==> config.mk <==
export PLATFORM = sky130hd
export DESIGN_NAME = scaler_cfg_sequencer_flat
export DESIGN_NICKNAME = d
export VERILOG_FILES = /design/src/rtl/scaler_cfg_sequencer_pkg.sv /design/src/rtl/scaler_cfg_sequencer_if.sv /design/src/rtl/scaler_cfg_sequencer_div.sv /design/src/rtl/scaler_cfg_sequencer.sv /design/src/flat_wrapper.sv
export SDC_FILE = /design/constraint.sdc
export NUM_CORES = 1
export LEC_CHECK = 0
export BUFFER_PORTS_ARGS = -buffer_cell sky130_fd_sc_hd__buf_2
export CAP_MARGIN = 10
export CORE_ASPECT_RATIO = 0.9
export CORE_UTILIZATION = 55
export CTS_CLUSTER_SIZE = 14
export DETAILED_ROUTE_END_ITERATION = 10
export GPL_ROUTABILITY_DRIVEN = 0
export PLACE_DENSITY = 0.72
export RECOVER_POWER = 100
export SLEW_MARGIN = 10
export SYNTH_ARGS = -nofsm -noshare
export SYNTH_HDL_FRONTEND = slang
export SYNTH_SLANG_ARGS = --single-unit
==> constraint.sdc <==
create_clock -name sys_clk -period 3 [get_ports sys_clk]
set_input_delay 0.15 -clock sys_clk [delete_from_list [all_inputs] [get_ports sys_clk]]
set_output_delay 0.15 -clock sys_clk [all_outputs]
set_load 0.1 [all_outputs]
==> src/rtl/scaler_cfg_sequencer_pkg.sv <==
// Shared constants, state encoding and configuration record for the scaler
// configuration sequencer.
package scaler_cfg_pkg;

  localparam int FRAC_W_DEF = 16;

  localparam logic [11:0] OUT_W_1080P = 12'd1920;
  localparam logic [11:0] OUT_H_1080P = 12'd1080;
  localparam logic [11:0] OUT_W_4K    = 12'd3840;
  localparam logic [11:0] OUT_H_4K    = 12'd2160;

  localparam logic [11:0] RST_X_LEN  = 12'd640;
  localparam logic [11:0] RST_Y_LEN  = 12'd480;
  localparam logic [8:0]  RST_BI_A   = 9'd128;
  localparam int          RST_STEP_X = 21845;
  localparam int          RST_STEP_Y = 29127;

  typedef enum logic [2:0] {
    ST_IDLE,
    ST_PENDING,
    ST_HALT,
    ST_DIV_X,
    ST_DIV_Y,
    ST_COMMIT,
    ST_RELEASE
  } state_e;

  typedef struct packed {
    logic [11:0] x_len;
    logic [11:0] y_len;
    logic [1:0]  algorithm;
    logic        vid_format;
    logic [8:0]  bi_a;
  } cfg_t;

  localparam cfg_t RST_CFG = '{x_len: RST_X_LEN, y_len: RST_Y_LEN, algorithm: 2'd0,
                               vid_format: 1'b0, bi_a: RST_BI_A};

  function automatic logic [11:0] out_w(input logic fmt);
    return fmt ? OUT_W_4K : OUT_W_1080P;
  endfunction

  function automatic logic [11:0] out_h(input logic fmt);
    return fmt ? OUT_H_4K : OUT_H_1080P;
  endfunction

endpackage

==> src/rtl/scaler_cfg_sequencer_if.sv <==
// Configuration, frame-timing and scaler-handshake bundle of the sequencer.
interface scaler_cfg_sequencer_if
  import scaler_cfg_pkg::*;
#(
  parameter int FRAC_W = FRAC_W_DEF
);
  logic [11:0]     cfg_x_len;
  logic [11:0]     cfg_y_len;
  logic            cfg_len_update;
  logic [1:0]      cfg_algorithm;
  logic            cfg_vid_format;
  logic [8:0]      cfg_bi_a;
  logic            frame_end;
  logic            scaler_idle;
  logic            scaler_halt;
  logic [11:0]     act_x_len;
  logic [11:0]     act_y_len;
  logic [1:0]      act_algorithm;
  logic            act_vid_format;
  logic [8:0]      act_bi_a;
  logic [FRAC_W:0] step_x;
  logic [FRAC_W:0] step_y;
  logic            cfg_apply;
  logic            cfg_busy;
  logic            timeout_err;

  modport master (
    output cfg_x_len, cfg_y_len, cfg_len_update, cfg_algorithm, cfg_vid_format, cfg_bi_a,
    output frame_end, scaler_idle,
    input  scaler_halt, act_x_len, act_y_len, act_algorithm, act_vid_format, act_bi_a,
    input  step_x, step_y, cfg_apply, cfg_busy, timeout_err
  );

  modport slave (
    input  cfg_x_len, cfg_y_len, cfg_len_update, cfg_algorithm, cfg_vid_format, cfg_bi_a,
    input  frame_end, scaler_idle,
    output scaler_halt, act_x_len, act_y_len, act_algorithm, act_vid_format, act_bi_a,
    output step_x, step_y, cfg_apply, cfg_busy, timeout_err
  );
endinterface

==> src/rtl/scaler_cfg_sequencer_div.sv <==
// Restoring serial divider: one quotient bit per cycle, DVD_W cycles per divide.
module fxp_div_serial #(
  parameter int DVD_W = 28,
  parameter int DVS_W = 12,
  parameter int Q_W   = 17
) (
  input  logic             clk_i,
  input  logic             srst_i,
  input  logic             start_i,
  input  logic [DVD_W-1:0] dividend_i,
  input  logic [DVS_W-1:0] divisor_i,
  output logic             busy_o,
  output logic             done_o,
  output logic [Q_W-1:0]   quotient_o
);
  localparam int CNT_W = $clog2(DVD_W + 1);

  logic [DVD_W-1:0] work_q, work_d;
  logic [DVS_W-1:0] dvs_q, rem_q;
  logic [DVS_W:0]   trial, rem_d;
  logic [CNT_W-1:0] cnt_q;
  logic [Q_W-1:0]   quot_q;
  logic             busy_q, qbit;

  // work_q shifts dividend bits out of the top while quotient bits enter at the bottom
  always_comb begin
    trial  = {rem_q, work_q[DVD_W-1]};
    qbit   = (trial >= {1'b0, dvs_q});
    rem_d  = qbit ? (trial - {1'b0, dvs_q}) : trial;
    work_d = {work_q[DVD_W-2:0], qbit};
  end

  // done_o marks the final iteration; quotient_o holds the result from the next cycle on
  assign done_o     = busy_q && (cnt_q == CNT_W'(1));
  assign busy_o     = busy_q;
  assign quotient_o = quot_q;

  always_ff @(posedge clk_i) begin
    if (srst_i) begin
      work_q <= '0;
      dvs_q  <= '0;
      rem_q  <= '0;
      cnt_q  <= '0;
      busy_q <= 1'b0;
      quot_q <= '0;
    end else begin
      if (start_i) begin
        work_q <= dividend_i;
        dvs_q  <= divisor_i;
        rem_q  <= '0;
        cnt_q  <= CNT_W'(DVD_W);
        busy_q <= 1'b1;
      end else if (busy_q) begin
        work_q <= work_d;
        rem_q  <= rem_d[DVS_W-1:0];
        cnt_q  <= cnt_q - CNT_W'(1);
        if (done_o) busy_q <= 1'b0;
      end
      if (done_o) quot_q <= work_d[Q_W-1:0];
    end
  end

endmodule

==> src/rtl/scaler_cfg_sequencer.sv <==
// Frame-synchronous configuration sequencer: shadows decoded config, halts the
// scaler after frame_end, derives step_x/step_y and commits everything at once.
module scaler_cfg_sequencer
  import scaler_cfg_pkg::*;
#(
  parameter int FRAC_W       = FRAC_W_DEF,
  parameter int IDLE_TIMEOUT = 1024
) (
  input logic sys_clk,
  input logic sys_rst,
  scaler_cfg_sequencer_if.slave bus
);
  localparam int DVD_W = 12 + FRAC_W;
  localparam int TMO_W = $clog2(IDLE_TIMEOUT);

  state_e           state_q, state_d;
  cfg_t             in_cfg, shadow_q, shadow_d, hold_q, act_q;
  logic [1:0]       alg_dly_q;
  logic             fmt_dly_q;
  logic [8:0]       bia_dly_q;
  logic             req, consuming, pend_again_q, tmo_hit;
  logic [TMO_W-1:0] tmo_q;
  logic             div_start, div_done, div_busy;
  logic [DVD_W-1:0] div_dividend;
  logic [11:0]      div_divisor;
  logic [FRAC_W:0]  div_quot, quot_x_q, step_x_q, step_y_q;
  logic             halt_q, halt_d, apply_q, apply_d, busy_q, busy_d, tmo_err_q, tmo_err_d;

  assign in_cfg = '{x_len: bus.cfg_x_len, y_len: bus.cfg_y_len, algorithm: bus.cfg_algorithm,
                    vid_format: bus.cfg_vid_format, bi_a: bus.cfg_bi_a};
  assign req = bus.cfg_len_update || (bus.cfg_algorithm != alg_dly_q) ||
               (bus.cfg_vid_format != fmt_dly_q) || (bus.cfg_bi_a != bia_dly_q);
  assign consuming = (state_q == ST_DIV_X) || (state_q == ST_DIV_Y) || (state_q == ST_COMMIT);

  always_ff @(posedge sys_clk) begin
    if (sys_rst) state_q <= ST_IDLE;
    else         state_q <= state_d;
  end

  always_comb begin
    state_d = state_q;
    tmo_hit = 1'b0;
    unique case (state_q)
      ST_IDLE:    if (req) state_d = ST_PENDING;
      ST_PENDING: if (bus.frame_end) state_d = ST_HALT;
      ST_HALT: begin
        if (bus.scaler_idle) begin
          state_d = ST_DIV_X;
        end else if (tmo_q == TMO_W'(IDLE_TIMEOUT - 1)) begin
          state_d = ST_DIV_X;
          tmo_hit = 1'b1;
        end
      end
      ST_DIV_X:   if (div_done) state_d = ST_DIV_Y;
      ST_DIV_Y:   if (div_done) state_d = ST_COMMIT;
      ST_COMMIT:  state_d = ST_RELEASE;
      // a request landing in RELEASE itself re-arms the sequencer as well
      ST_RELEASE: state_d = (pend_again_q || req) ? ST_PENDING : ST_IDLE;
      default:    state_d = ST_IDLE;
    endcase
  end

  always_comb begin
    halt_d    = (state_d == ST_HALT) || (state_d == ST_DIV_X) ||
                (state_d == ST_DIV_Y) || (state_d == ST_COMMIT);
    busy_d    = (state_d != ST_IDLE);
    apply_d   = (state_d == ST_RELEASE);
    tmo_err_d = tmo_err_q || tmo_hit;
  end

  // Held requests land in RELEASE; a fresh request in the same cycle is newer and wins.
  always_comb begin
    shadow_d = shadow_q;
    if ((state_q == ST_RELEASE) && pend_again_q) shadow_d = hold_q;
    if (req && !consuming) shadow_d = in_cfg;
  end

  // Operands come from shadow_d so a request in the last HALT cycle is divided and committed.
  assign div_start    = ((state_q == ST_HALT) && (state_d == ST_DIV_X)) ||
                        ((state_q == ST_DIV_X) && (state_d == ST_DIV_Y));
  assign div_dividend = {(state_q == ST_HALT) ? shadow_d.x_len : shadow_d.y_len, {FRAC_W{1'b0}}};
  assign div_divisor  = (state_q == ST_HALT) ? out_w(shadow_d.vid_format) : out_h(shadow_d.vid_format);

  fxp_div_serial #(.DVD_W(DVD_W), .DVS_W(12), .Q_W(FRAC_W + 1)) u_div (
    .clk_i      (sys_clk),
    .srst_i     (sys_rst),
    .start_i    (div_start),
    .dividend_i (div_dividend),
    .divisor_i  (div_divisor),
    .busy_o     (div_busy),
    .done_o     (div_done),
    .quotient_o (div_quot)
  );

  always_ff @(posedge sys_clk) begin
    if (sys_rst) begin
      halt_q    <= 1'b0;
      apply_q   <= 1'b0;
      busy_q    <= 1'b0;
      tmo_err_q <= 1'b0;
    end else begin
      halt_q    <= halt_d;
      apply_q   <= apply_d;
      busy_q    <= busy_d;
      tmo_err_q <= tmo_err_d;
    end
  end

  always_ff @(posedge sys_clk) begin
    if (sys_rst) begin
      shadow_q     <= '0;
      hold_q       <= '0;
      pend_again_q <= 1'b0;
      alg_dly_q    <= RST_CFG.algorithm;
      fmt_dly_q    <= RST_CFG.vid_format;
      bia_dly_q    <= RST_CFG.bi_a;
      tmo_q        <= '0;
      quot_x_q     <= '0;
      act_q        <= RST_CFG;
      step_x_q     <= (FRAC_W + 1)'(RST_STEP_X);
      step_y_q     <= (FRAC_W + 1)'(RST_STEP_Y);
    end else begin
      shadow_q  <= shadow_d;
      alg_dly_q <= bus.cfg_algorithm;
      fmt_dly_q <= bus.cfg_vid_format;
      bia_dly_q <= bus.cfg_bi_a;
      tmo_q     <= (state_q == ST_HALT) ? (tmo_q + TMO_W'(1)) : '0;
      if (req && consuming) begin
        hold_q       <= in_cfg;
        pend_again_q <= 1'b1;
      end else if (state_q == ST_RELEASE) begin
        pend_again_q <= 1'b0;
      end
      // the divider still shows the x quotient until the y divide finishes
      if ((state_q == ST_DIV_Y) && div_busy) quot_x_q <= div_quot;
      if (state_q == ST_COMMIT) begin
        act_q    <= shadow_q;
        step_x_q <= quot_x_q;
        step_y_q <= div_quot;
      end
    end
  end

  assign bus.scaler_halt    = halt_q;
  assign bus.cfg_apply      = apply_q;
  assign bus.cfg_busy       = busy_q;
  assign bus.timeout_err    = tmo_err_q;
  assign bus.act_x_len      = act_q.x_len;
  assign bus.act_y_len      = act_q.y_len;
  assign bus.act_algorithm  = act_q.algorithm;
  assign bus.act_vid_format = act_q.vid_format;
  assign bus.act_bi_a       = act_q.bi_a;
  assign bus.step_x         = step_x_q;
  assign bus.step_y         = step_y_q;

endmodule

==> src/flat_wrapper.sv <==
// flat-port wrapper written by rule: the top's interface ports become plain ports
module scaler_cfg_sequencer_flat import scaler_cfg_pkg::*;
#(
  parameter int FRAC_W       = FRAC_W_DEF,
  parameter int IDLE_TIMEOUT = 1024
)
  (sys_clk, sys_rst, bus_cfg_x_len, bus_cfg_y_len, bus_cfg_len_update, bus_cfg_algorithm, bus_cfg_vid_format, bus_cfg_bi_a, bus_frame_end, bus_scaler_idle, bus_scaler_halt, bus_act_x_len, bus_act_y_len, bus_act_algorithm, bus_act_vid_format, bus_act_bi_a, bus_step_x, bus_step_y, bus_cfg_apply, bus_cfg_busy, bus_timeout_err);
  scaler_cfg_sequencer_if #(.FRAC_W(FRAC_W)) bus_i ();
  input logic sys_clk;
  input logic sys_rst;
  input wire logic [$bits(bus_i.cfg_x_len)-1:0] bus_cfg_x_len;
  input wire logic [$bits(bus_i.cfg_y_len)-1:0] bus_cfg_y_len;
  input wire logic [$bits(bus_i.cfg_len_update)-1:0] bus_cfg_len_update;
  input wire logic [$bits(bus_i.cfg_algorithm)-1:0] bus_cfg_algorithm;
  input wire logic [$bits(bus_i.cfg_vid_format)-1:0] bus_cfg_vid_format;
  input wire logic [$bits(bus_i.cfg_bi_a)-1:0] bus_cfg_bi_a;
  input wire logic [$bits(bus_i.frame_end)-1:0] bus_frame_end;
  input wire logic [$bits(bus_i.scaler_idle)-1:0] bus_scaler_idle;
  output wire logic [$bits(bus_i.scaler_halt)-1:0] bus_scaler_halt;
  output wire logic [$bits(bus_i.act_x_len)-1:0] bus_act_x_len;
  output wire logic [$bits(bus_i.act_y_len)-1:0] bus_act_y_len;
  output wire logic [$bits(bus_i.act_algorithm)-1:0] bus_act_algorithm;
  output wire logic [$bits(bus_i.act_vid_format)-1:0] bus_act_vid_format;
  output wire logic [$bits(bus_i.act_bi_a)-1:0] bus_act_bi_a;
  output wire logic [$bits(bus_i.step_x)-1:0] bus_step_x;
  output wire logic [$bits(bus_i.step_y)-1:0] bus_step_y;
  output wire logic [$bits(bus_i.cfg_apply)-1:0] bus_cfg_apply;
  output wire logic [$bits(bus_i.cfg_busy)-1:0] bus_cfg_busy;
  output wire logic [$bits(bus_i.timeout_err)-1:0] bus_timeout_err;
  assign bus_i.cfg_x_len = bus_cfg_x_len;
  assign bus_i.cfg_y_len = bus_cfg_y_len;
  assign bus_i.cfg_len_update = bus_cfg_len_update;
  assign bus_i.cfg_algorithm = bus_cfg_algorithm;
  assign bus_i.cfg_vid_format = bus_cfg_vid_format;
  assign bus_i.cfg_bi_a = bus_cfg_bi_a;
  assign bus_i.frame_end = bus_frame_end;
  assign bus_i.scaler_idle = bus_scaler_idle;
  assign bus_scaler_halt = bus_i.scaler_halt;
  assign bus_act_x_len = bus_i.act_x_len;
  assign bus_act_y_len = bus_i.act_y_len;
  assign bus_act_algorithm = bus_i.act_algorithm;
  assign bus_act_vid_format = bus_i.act_vid_format;
  assign bus_act_bi_a = bus_i.act_bi_a;
  assign bus_step_x = bus_i.step_x;
  assign bus_step_y = bus_i.step_y;
  assign bus_cfg_apply = bus_i.cfg_apply;
  assign bus_cfg_busy = bus_i.cfg_busy;
  assign bus_timeout_err = bus_i.timeout_err;
  scaler_cfg_sequencer #(.FRAC_W(FRAC_W), .IDLE_TIMEOUT(IDLE_TIMEOUT)) u_core (.sys_clk(sys_clk), .sys_rst(sys_rst), .bus(bus_i));
endmodule
==> flow_metrics.tcl, run 1 <==
set metrics [dict create \
    r2r_end "u_core.bus.step_y[4]" \
    crit_fanout 54 \
    drt_iter0_drc 540 \
    finalHoldViolations 0 \
    crit_path_start_kind "register" \
    grt-ovfl-total 0 \
    sw_frac_of_total 0.2353 \
    leakagePower_uw 0.005116 \
    finalCriticalPeriod_ps 2592 \
    hp-start "bus_frame_end" \
    synth-seq-cells 259 \
    synthXorXnorAreaFrac 0.02237 \
    intPower_uw 5753 \
    cp_top_family "simple AND/OR/NAND/NOR gates" \
    hold_buffers 38 \
    avgSynthCellArea_um2 8.803 \
    worst-path-buf-inv 1 \
    dieArea_um2 19780 \
    async_flop_share 0 \
    cts-htree-levels 1 \
    ir_drop_mv 0.4038 \
    grt_pass1_vias 7946 \
    row_count 47 \
    crit_start "u_core.state_q[2]" \
    cp_cell_sequence "nor2b_1 > and2_1 > buf_12 > nand2_1 > a21oi_1" \
    n_fill_cell 1559 \
    clock_latency_ps 530 \
    antennaDiodeCount 0 \
    synthAdderAreaFrac 0.01609 \
    critPathCaptureType "register" \
    cp.arrival_ps 3010 \
    seq_power_share 0.478 \
    grt_max_degree 199 \
    synth_top_family_by_area "simple AND/OR/NAND/NOR gates" \
    routedWlPerCell_um 15.12 \
    cts_resized 0 \
    first_pass_iters 5 \
    hold_slack_ps 70.74 \
    drive_gt1_frac 0.08383 \
    synthCells 1201 \
    whs_path_depth 5 \
    r2r_slack_ps 410 \
    path_class "reg2reg" \
    p_per_area_nw_per_um2 605.8 \
    cts.path.max_buffers 3 \
    clockRootBuffer "clkbuf_16" \
    antenna_found_initial 0 \
    grt_use_total 0.2411 \
    fin_crit_sh 0.8640 \
    nets 1370 \
    clockPowerShare 0.441 \
    vias_per_cell 5.349 \
    clkTransAtPathRegs_ps 60 \
    critPathRequiredTime_ps 3420 \
    antenna_left 0 \
    tightest_slew_ps 2155 \
    vias 8456 \
    synth_edf_count 0 \
    drv_slew 199 \
    critPathMaxStageDelay_ps 750 \
    drcViolationCount 0 \
    synth-simple-area-share 0.2014 \
    fmax_mhz 385.8 \
    violations "capacitance limit, slew limit" \
    dp_hpwl_mm 14.74 \
    rsz0062_at_grt "no" \
    muxShareOfSynthArea 0.1137 \
    syn-cell-area_um2 10570 \
    pwr-share-comb 0.081 \
    finalSetupTns_ps 0 \
    grt_pass1_wl_mm 39.47 \
    synth_compound_area_frac 0.1140 \
    fin_area_um2 12420 \
    numCtsBuffers 27 \
    status "finished with violations" \
    cp_slowest_cell "and2_1" \
    cts_setup_buffers 0 \
    finClkSkew_ps 9.827 \
    wl_mm 23.91 \
    die_h_um 133.5 \
    r2r_cells 5 \
    portBuffers 114 \
    setup_viol 0 \
    core_um2 18580 \
    hp-class "in2reg" \
    synthFlopType "dfxtp_1" \
    crit_end "u_core.bus.step_y[4]" \
    ios 115 \
    slew_headroom -0.4367 \
    cp_num_cells 5 \
    dpl_cell_area_um2 11270 \
    maxCapViolations 1 \
    die_w_um 148.1 \
    cts_tree "yes" \
    ys_types 49 \
    ys.warnings.count 0 \
    worstReg2RegStart "u_core.state_q[2]" \
    syn_nets 1255 \
    ys_seq_area_frac 0.4904 \
    areaGrowthSynthToFinish_pct 17.47 \
    net-switching-power_uw 1770 \
    start_util 0.5689 \
    cts_sinks 259 \
]
through the flow:
stage | instances | util | total power, µW | setup WS (ps)
final | 1581 | 0.6683 | 7523 | 408.0
after global routing | 1581 | 0.6683 | 7790 | 174.3
after CTS | 1581 | 0.6750 | 7566 | 560.8
after detailed placement | 1494 | 0.6065 | 4241 | 570.0
after global placement | 1494 | 0.6065 | 4230 | 672.6
after floorplan | 1201 | - | 4105 | 767.6
synth_stat cells, drive strengths merged, types with 3 or more instances:
cell	n	area (µm²)
and2	5	31.28
clkbuf	50	187.7
inv	12	45.04
xnor2	9	78.83
xor2	18	157.7
nand3b	26	195.2
ha	12	150.1
buf	35	211.5
dfxtp	259	5185
nor2b	15	93.84
a211oi	68	510.5
nand4b	3	26.28
nand3	11	55.05
mux2i	119	1191
nor3	7	40.04
o21a	3	22.52
nand2	250	938.4
nor2	142	533.0
nand2b	9	56.30
a21oi	106	530.5
o21ai	6	30.02
or3	8	50.05
nand4	5	31.28
metal layers:
metal,share of wire,global-route usage,up-vias
met5,0,0,-
met4,0.013,0.04353,0
met3,0.040,0.03048,27
met2,0.45,0.3884,177
met1,0.50,0.3479,3959
li1,-,-,4293
state kept, by name (all words and copies together) (netlist names), 2 cells and up:
signal / count
u_core.bus.act_y_len: 12
u_core.tmo_q: 10
u_core.bus.step_x: 17
u_core.state_q: 3
u_core.quot_x_q: 17
u_core.bus.act_algorithm: 2
u_core.bus.step_y: 17
u_core.hold_q: 36
u_core.u_div.cnt_q: 5
u_core.u_div.rem_q: 12
u_core.u_div.work_q: 28
u_core.bus.act_x_len: 12
u_core.alg_dly_q: 2
u_core.shadow_q: 36
u_core.u_div.quotient_o: 17
u_core.bia_dly_q: 9
u_core.u_div.dvs_q: 7
u_core.bus.act_bi_a: 9
how the worst min path moves through the flow:
stage / end / slack (ps)
2_1_floorplan: u_core.state_q[0] / 240
3_3_place_gp: u_core.bia_dly_q[7] / 420
3_5_place_dp: u_core.bia_dly_q[7] / 420
4_1_cts: u_core.bus.scaler_halt / 70
5_1_grt: u_core.bus.scaler_halt / 120
6_report: u_core.bus.scaler_halt / 70
placed cells by master, fill, tap and decap left out, types with 26 or more instances in the layout:
cell type,instances
a211oi_1,68
nand2_1,249
clkbuf_1,80
mux2i_1,119
a21oi_1,106
nor2_1,141
nand3b_1,26
buf_2,39
dfxtp_1,258
dlygate4sd3_1,38
clkbuf_16,27
cell type report:
class | instances | area (µm²) | share of cell area
Multi-Input combinational cell | 845 | 4954 | 0.3989
Clock inverter | 12 | 128.9 | 0.01038
Sequential cell | 259 | 5186 | 0.4176
Clock buffer | 37 | 763.2 | 0.06145
Tap cell | 245 | 306.5 | 0.02468
Inverter | 12 | 45.04 | 0.003627
Timing Repair Buffer | 171 | 1036 | 0.08342
worst reg2reg max path, stage by stage, from the launching register on:
cell and delay (ps):
dfxtp_1 590, nor2b_1 530, and2_1 750, buf_12 340, nand2_1 120, a21oi_1 130
power by group through the flow:
stage,clock network (µW),registers (µW),logic [µW]
final,3320,3600,611
after global routing,3510,3600,675
after CTS,3360,3590,613
after detailed placement,0,3670,571
after global placement,0,3670,562
after floorplan,0,3670,435
cells by family after synthesis:
family / count (synthesis)
buf+inv: 97
flops: 259
mux: 120
xor+xnor: 27
simple gates: 490
compound gates: 195
fa+ha+maj: 13
Note: power is estimated with default switching activity, not from simulation.
==> run 2, diff against run 1 <==
SYNTH_HIERARCHICAL = 1   (was default)
clock period = 3.26 ns   (was 3 ns; I/O delays follow)
==> flow_metrics.tcl, run 2 <==
set metrics [dict create \
    nets 1525 \
    dp.cells 1688 \
    slew_headroom -0.5022 \
    ir_drop_mv 0.4439 \
    antenna_left 0 \
    syn-cell-area_um2 11590 \
    cts_tree "yes" \
    dpl_cell_area_um2 12340 \
    finalSetupTns_ps 0 \
    cts-htree-levels 1 \
    drcViolationCount 0 \
    layout.cells.non_filler 1772 \
    rsz0062_at_grt "no" \
    synth_top_cell_area_share 0.4558 \
    core_um2 20710 \
    start_util 0.5599 \
    fin_crit_sh 0.8652 \
    grt_pass1_wl_mm 45.12 \
    grt-ovfl-total 0 \
    final_util 0.6479 \
    cts_resized 0 \
    hp-class "in2reg" \
    maxCapViolations 1 \
    drv_slew 119 \
    drt_iter0_drc 695 \
    row_count 50 \
    vias 9680 \
    async_flop_share 0 \
    grt_max_degree 126 \
    wl_mm 27.73 \
    met1_length_mm 13.26 \
    crit_path_start_kind "primary input" \
    cp.arrival_ps 3220 \
    first_pass_iters 5 \
    reg_top3 "u_core/hold_q x36, u_core/shadow_q x36, u_core/u_div/work_q x28" \
    numCtsBuffers 28 \
    yosysMostFrequentCell "dfxtp_1" \
    cts.path.max_buffers 3 \
    dieArea_um2 21670 \
    clkTransAtPathRegs_ps 60 \
    finalHoldViolations 0 \
    fin_area_um2 13420 \
    finClkSkew_ps 9.319 \
    path_class "in2reg" \
    finalCriticalPeriod_ps 2821 \
    wl_met2_mm 12.75 \
    setup_viol 0 \
    tightest_slew_ps 2253 \
    die_w_um 155.1 \
    synthCells 1359 \
    antenna_found_initial 0 \
    ys_types 64 \
    fmax_mhz 354.5 \
    avgSynthCellArea_um2 8.532 \
    n_fill_cell 1801 \
    synth_edf_count 0 \
    synth-seq-cells 264 \
    clock_latency_ps 540 \
    ys_top_cells_by_count "264 x dfxtp_1, 225 x nand2_1, 164 x a21oi_1" \
    synthFlopType "dfxtp_1" \
    ys_seq_area_frac 0.4558 \
    clockRootBuffer "clkbuf_16" \
    crit_fanout 39 \
    p_per_area_nw_per_um2 544.7 \
    vias_per_cell 5.463 \
    violations "capacitance limit, slew limit" \
    critPathRequiredTime_ps 3660 \
    routedWlPerCell_um 15.65 \
    areaGrowthSynthToFinish_pct 15.71 \
    routed.top_layer "met4" \
    mostFrequentLayoutCells "264 x dfxtp_1, 224 x nand2_1, 163 x a21oi_1, 106 x mux2i_1, 105 x nor2_1" \
    drive_gt1_frac 0.09017 \
    cts_sinks 264 \
    ios 115 \
    dp_hpwl_mm 16.75 \
    antennaDiodeCount 0 \
    portBuffers 114 \
    ys.warnings.count 6 \
    yosysTopAreaCell "dfxtp_1" \
    critPathCaptureType "register" \
    synthTopCellsByArea "dfxtp_1 46%, mux2i_1 9.2%, nand2_1 7.3%" \
    layout_commonest_cell "dfxtp_1" \
    grt_pass1_vias 8978 \
    grt_use_total 0.2514 \
    die_h_um 139.7 \
    leakagePower_uw 0.005251 \
    finalPower_uw 7307 \
    met3_length_mm 1.091 \
    status "finished with violations" \
]
-- run 2: cells by family (layout without fill, tap and decap cells) --
kind of cell | after synthesis | in the layout | synth area share
buffers and inverters | 131 | 240 | 0.05126
multiplexers | 110 | 110 | 0.09539
flip-flops | 264 | 264 | 0.4558
XOR/XNOR | 29 | 29 | 0.02191
other | 1 | 19 | 0.0003234
AO/OA/AOI/OAI | 318 | 318 | 0.1661
adder cells (fa/ha/maj) | 16 | 16 | 0.01791
AND/OR/NAND/NOR | 490 | 490 | 0.1913
-- run 2: metal layers --
layer,global-route usage,vias to the layer above
met5,0,-
met2,0.4047,235
met3,0.03208,49
li1,-,4874
met1,0.3525,4522
met4,0.07139,0
-- run 2: final timing paths --
check,depth (start not counted),endpoint,from,slack [ps]
setup reg to reg,8,u_core/u_div/dvs_q[6],u_core/bia_dly_q[8],500
setup / recovery,10,u_core/u_div/dvs_q[6],bus_cfg_bi_a[4],440
hold / removal,5,u_core/state_q[1],bus_frame_end,60
hold reg to reg,2,u_core/bus.act_y_len[3],u_core/shadow_q[15],450
-- run 2: power by group --
| group | total (µW) | switching [µW] | leakage [µW] | internal, µW |
|---|---|---|---|---|
| registers | 3390 | 68.6 | 0.00214 | 3320 |
| clock network | 3080 | 1250 | 0.000444 | 1830 |
| logic | 834 | 483 | 0.00266 | 351 |
| total | 7310 | 1800 | 0.00525 | 5510 |
-- run 2: final cells by class --
class                   count  area [µm²]  area share
well taps                 286       357.8     0.02667
clock inverters             5       61.31    0.004570
inverters                  23       86.33    0.006435
flip-flops and latches    264        5285      0.3939
multi-input cells         982        5761      0.4294
clock buffers              43       837.1     0.06239
repair buffers            169        1028     0.07666
-- run 2: critical path, stage by stage --
cell and delay [ps]:
dlygate4sd3_1 550, clkbuf_1 150, xor2_1 180, nor4_1 430, nand4_1 210, clkbuf_2 610
a21oi_1 600, nor3_1 90, mux2i_1 150, nor2_1 60
-- run 2: repair_timing --
item	4_1_cts	5_1_grt
setup buffers	0	0
setup endpoints to repair	0	0
hold buffers	36	0
endpoints found under the hold margin	51	0
-- run 2: per-stage QoR --
step           hold slack, ps  worst slack, ps
3_3_place_gp            431.1            719.1
2_1_floorplan           269.6            592.7
5_1_grt                 81.54            225.9
6_report                59.71            439.3
4_1_cts                 45.79            655.5
3_5_place_dp            430.5            678.6
